===== src/rtl/l2_control.sv =====
// rtl/l2_control.sv - two-way L2 cache controller with INIT sweep, writeback and allocate
module l2_control (
    input  logic               clk,
    input  logic               rst_n,

    input  logic               l2_read,
    input  logic               l2_write,
    input  logic [15:0]        l2_address,
    input  logic [127:0]       l2_wdata,
    output logic [127:0]       l2_rdata,
    output logic               l2_resp,

    output logic               pmem_read,
    output logic               pmem_write,
    output logic [15:0]        pmem_address,
    output logic [127:0]       pmem_wdata,
    input  logic [127:0]       pmem_rdata,
    input  logic               pmem_resp,

    output logic [2:0]         way_index,
    output logic [1:0]         way_load_d,
    output logic [1:0]         way_load_v,
    output logic [1:0]         way_load_td,
    output logic               way_d_in,
    output logic               way_v_in,
    output logic [8:0]         way_tag_in,
    output logic [127:0]       way_data_in,

    input  logic [1:0]         way_d_out,
    input  logic [1:0]         way_v_out,
    input  logic [1:0][8:0]    way_tag_out,
    input  logic [1:0][127:0]  way_data_out
);

    typedef enum logic [1:0] {
        S_INIT      = 2'd0,
        S_IDLE      = 2'd1,
        S_WRITEBACK = 2'd2,
        S_ALLOCATE  = 2'd3
    } state_e;

    state_e     state_q, state_d;
    logic [2:0] cnt_q, cnt_d;
    logic [7:0] lru_q, lru_d;

    logic [8:0] req_tag;
    logic [2:0] req_index;
    logic       req_any;
    logic [1:0] hit;
    logic       any_hit;
    logic       hit_way;
    logic       victim;
    logic [1:0] victim_mask;
    logic       victim_dirty;
    logic       unused_offset;

    // Byte offset never matters: whole lines move in every transfer.
    assign unused_offset = ^l2_address[3:0];

    assign req_tag      = l2_address[15:7];
    assign req_index    = l2_address[6:4];
    assign req_any      = l2_read | l2_write;

    assign hit[0]       = way_v_out[0] & (way_tag_out[0] == req_tag);
    assign hit[1]       = way_v_out[1] & (way_tag_out[1] == req_tag);
    assign any_hit      = |hit;
    assign hit_way      = hit[1];

    // The LRU bit names the way to evict; it only changes on hits, so it is
    // stable for the whole miss sequence of the held request.
    assign victim       = lru_q[req_index];
    assign victim_mask  = victim ? 2'b10 : 2'b01;
    assign victim_dirty = way_v_out[victim] & way_d_out[victim];

    // Next-state, LRU update and all combinational outputs.
    always_comb begin
        state_d      = state_q;
        cnt_d        = cnt_q;
        lru_d        = lru_q;

        l2_resp      = 1'b0;
        l2_rdata     = way_data_out[hit_way];

        pmem_read    = 1'b0;
        pmem_write   = 1'b0;
        pmem_address = {req_tag, req_index, 4'h0};
        pmem_wdata   = way_data_out[victim];

        way_index    = req_index;
        way_load_d   = 2'b00;
        way_load_v   = 2'b00;
        way_load_td  = 2'b00;
        way_d_in     = 1'b0;
        way_v_in     = 1'b0;
        way_tag_in   = req_tag;
        way_data_in  = l2_wdata;

        case (state_q)
            S_INIT: begin
                // Sweep every set, clearing valid and dirty in both ways.
                way_index  = cnt_q;
                way_load_v = 2'b11;
                way_load_d = 2'b11;
                cnt_d      = cnt_q + 3'd1;
                if (cnt_q == 3'd7) begin
                    state_d = S_IDLE;
                end
            end

            S_IDLE: begin
                if (req_any) begin
                    if (any_hit) begin
                        l2_resp            = 1'b1;
                        lru_d[req_index]   = ~hit_way;
                        if (l2_write) begin
                            way_load_td = hit;
                            way_load_d  = hit;
                            way_load_v  = hit;
                            way_d_in    = 1'b1;
                            way_v_in    = 1'b1;
                        end
                    end else if (victim_dirty) begin
                        state_d = S_WRITEBACK;
                    end else begin
                        state_d = S_ALLOCATE;
                    end
                end
            end

            S_WRITEBACK: begin
                // Evicted line goes back to the address its own tag names.
                pmem_write   = 1'b1;
                pmem_address = {way_tag_out[victim], req_index, 4'h0};
                if (pmem_resp) begin
                    state_d = S_ALLOCATE;
                end
            end

            S_ALLOCATE: begin
                pmem_read = 1'b1;
                if (pmem_resp) begin
                    way_load_td = victim_mask;
                    way_load_v  = victim_mask;
                    way_load_d  = victim_mask;
                    way_data_in = pmem_rdata;
                    way_v_in    = 1'b1;
                    way_d_in    = 1'b0;
                    state_d     = S_IDLE;
                end
            end

            default: begin
                state_d = S_INIT;
            end
        endcase
    end

    // State, INIT counter and LRU bits; reset restarts the INIT sweep.
    always_ff @(posedge clk or negedge rst_n) begin
        if (!rst_n) begin
            state_q <= S_INIT;
            cnt_q   <= 3'd0;
            lru_q   <= 8'h00;
        end else begin
            state_q <= state_d;
            cnt_q   <= cnt_d;
            lru_q   <= lru_d;
        end
    end

endmodule


===== config.mk =====
export PLATFORM = sky130hd
export DESIGN_NAME = l2_control
export DESIGN_NICKNAME = d
export VERILOG_FILES = /design/src/rtl/l2_control.sv
export SDC_FILE = /design/constraint.sdc
export NUM_CORES = 1
export LEC_CHECK = 0
export BUFFER_PORTS_ARGS = -buffer_cell sky130_fd_sc_hd__clkbuf_2
export CAP_MARGIN = 30
export CELL_PAD_IN_SITES_DETAIL_PLACEMENT = 1
export CELL_PAD_IN_SITES_GLOBAL_PLACEMENT = 1
export CORE_AREA = 2 2 375 377
export CTS_CLUSTER_DIAMETER = 60
export DETAILED_ROUTE_END_ITERATION = 8
export DIE_AREA = 0 0 377 379
export PLACE_DENSITY = 0.4
export SLEW_MARGIN = 10
export SYNTH_ARGS = -nofsm -noshare
export SYNTH_HDL_FRONTEND = slang
export SYNTH_SLANG_ARGS = --single-unit
export TNS_END_PERCENT = 5

===== constraint.sdc =====
create_clock -name clk -period 3.5 [get_ports clk]
set_clock_uncertainty 0.05 [all_clocks]
set_input_delay 0.7 -clock clk [delete_from_list [all_inputs] [get_ports clk]]
set_output_delay 0.7 -clock clk [all_outputs]
set_load 0.005 [all_outputs]

==> metrics.yaml <==
nets: 2115
run_status: "finished, final reports clean"
fillers: 16743
cts_root_buffer: "clkbuf_16"
drtPass1Iterations: 4
die_area_mm2: 0.143
path_clk_slew_ns: 0.05
finalCoreUtilization_pct: 9.83
post-route-period-util_pct: 99.3
fin_setup_tns_ns: 0
io_pins: 978
r2r_slack_ns: 1.28
cp-start-kind: "input port"
reg2reg_from: "state_q[1]$_DFFE_PN0P_"
hold_viol: 0
synth_top_cell_area_share_pct: 54.9
synth_most_common_cell: "mux2_2"
port_buffers: 969
cp.depth: 8
required_ns: 2.75
antenna_found_initial: 91
ys_types: 37
hp-class: "in -> async"
hpwlAfterDp_mm: 96.1
worst_slew_pin_slew_ns: 0.618
crit_path_end_kind: "output pin"
reg2reg_to: "lru_q[0]$_DFFE_PN0P_"
drive_above_1_share_pct: 92.1
cp_slowest_stage_delay_ns: 0.63
critPathMaxFanout: 16
synth_seq_area_share_pct: 5.12
grt_start_max_net_pins: 54
area_growth_pct: 115
htreeDepth: 1
ys_ff_latch: 13
routed_wl_mm: 101
async_flop_share_pct: 100
synth_top_area_cell: "mux2_2"
post_cts_buffers: 0
grt_pass1_wl_mm: 121
cts_buffers: 3
drt-initial-drc-count: 361
setup_viol: 0
crit_top_cell: "mux2i_1"
grt_pass1_vias: 9643
routabilityCongestion: 0.897
clock-sinks: 13
start_util_pct: 4.58
die_y_um: 379
slowest_stage: "mux4_4"
path_cells: "clkbuf_2, mux2i_1, mux4_4, buf_12, buf_4, mux2i_1, a21oi_1, clkbuf_4"
cp_data_arrival_time_ns: 2.73
cts.path.max_buffers: 2
vias: 9656
synth-edff-count: 0
pwr_density_cell_mw_per_mm2: 247
track_usage_pct: 13.3
yosys_warnings: 0
p_leak_nw: 6.91
design.core.area_mm2: 0.139
path_buf_inv: 4
syn_inst: 591
drc: 0
rows: 137
hold_ws_ns: 0.331
cts_tree: "built"
viasPerCell: 2.87
reg2regPathDepth: 6
postSynthAreaPerCell_um2: 10.8
path_class: "in -> out"
synth_top_flop_cell: "dfrtp_1"
ir_drop_uv: 143
synth_area_mm2: 0.00635
timing.fmax_mhz: 288
period_needed_ns: 3.48
netlist_top_cells_area: "mux2_2 55%, mux2_4 19%, dfrtp_1 5.1%"
maxSlewHeadroom_pct: 58.7
path_delay_family: "multiplexers"
detail_route.wl_per_cell_um: 29.9
drv_cap: 0
yosys-top-cells-count: "310 x mux2_2, 81 x mux2_4, 29 x buf_4"
clk_latency_ns: 0.25
overflow: 0
ant_nets: 0
slew_viol_final: 0
die_x_um: 377
rsz0062_at_grt: "yes"
## how the worst max path moves through the flow
stage                         from                to  slack (ns)
floorplan            l2_address[5]     way_load_v[0]        0.54
finish               l2_address[5]  pmem_address[15]        0.02
global placement    l2_address[13]      l2_rdata[56]       -0.02
detailed placement   l2_address[5]   pmem_address[7]       -0.02
global route         l2_address[5]  pmem_address[15]       -0.02
CTS                  l2_address[8]      l2_rdata[56]       0.001
## power by group
part           switching [mW]  internal, mW
combinational            1.61          1.33
clock                  0.0710         0.154
sequential             0.0281         0.183
total                    1.71          1.67
## per-layer routing
layer	global-route usage (%)	vias to the layer above	part of all wire, %
li1	-	4138	-
met1	16.0	4645	41
met2	23.3	651	49
met3	4.91	188	9.2
met4	0.785	34	1.5
met5	0	-	0.23
## metrics by stage
step | total power, mW | std cells | instance area, um2 | setup slack (ns)
after floorplan | 1.39 | 594 | 6360 | 0.535
after global placement | 3.21 | 3356 | 13500 | -0.0170
after detailed placement | 3.21 | 3356 | 13500 | -0.0233
after CTS | 3.46 | 3360 | 13600 | 0.000982
after global routing | 3.61 | 3361 | 13600 | -0.0163
final | 3.38 | 3366 | 13700 | 0.0240
## cell usage in the layout (no fill, tap or decap), types with 7 or more instances in the layout
cell type  netlist  final
a41oi_1          8      8
buf_4           29     50
a31oi_1          8      8
buf_12           0      7
xor2_1          15     15
buf_2           10      7
mux2_4          81     81
dfrtp_1         13     13
clkbuf_2         0    960
mux2i_1         13     13
a21oi_1         11     10
nor2_1          14     14
mux2_2         310    310
## final cells by class
class / instances / area (um2) / area share, %
multi-input combinational: 504 / 5560 / 40.7
timing repair buffer: 1028 / 5400 / 39.5
tap: 1807 / 2260 / 16.6
sequential: 13 / 325 / 2.38
clock buffer: 4 / 78.8 / 0.577
inverter: 4 / 15.0 / 0.110
antenna: 6 / 15.0 / 0.110
## what timing repair did
action / CTS / global route
gates resized for setup: 2 / 12
pin swaps: 0 / 1
endpoints found under the setup margin: 3 / 95
hold endpoints to repair: 0 / 0
hold buffers: 0 / 0
## sequential cells by signal, summed over array words and instances (netlist names)
| register | flops |
|---|---|
| lru_q | 8 |
| cnt_q | 3 |
| state_q | 2 |
## logic make-up (layout without fill, tap and decap cells)
logic type	Yosys count	count (layout)	synth area share [%]
AO/OA/AOI/OAI	34	34	3.76
multiplexers	405	405	76.5
other	1	10	0.0590
flip-flops	13	13	5.12
AND/OR/NAND/NOR	36	36	2.89
adder cells (fa/ha/maj)	6	6	1.18
buffers and inverters	77	1036	7.88
XOR/XNOR	19	19	2.62
## worst register-to-register path: stages, from the launching register on
cell and delay (ns):
dfrtp_1 0.40, inv_1 0.10, ha_1 0.39, buf_4 0.30
nor2b_1 0.55, a31oi_1 0.17, a31oi_1 0.18
Power figures use the tool's default switching activity.
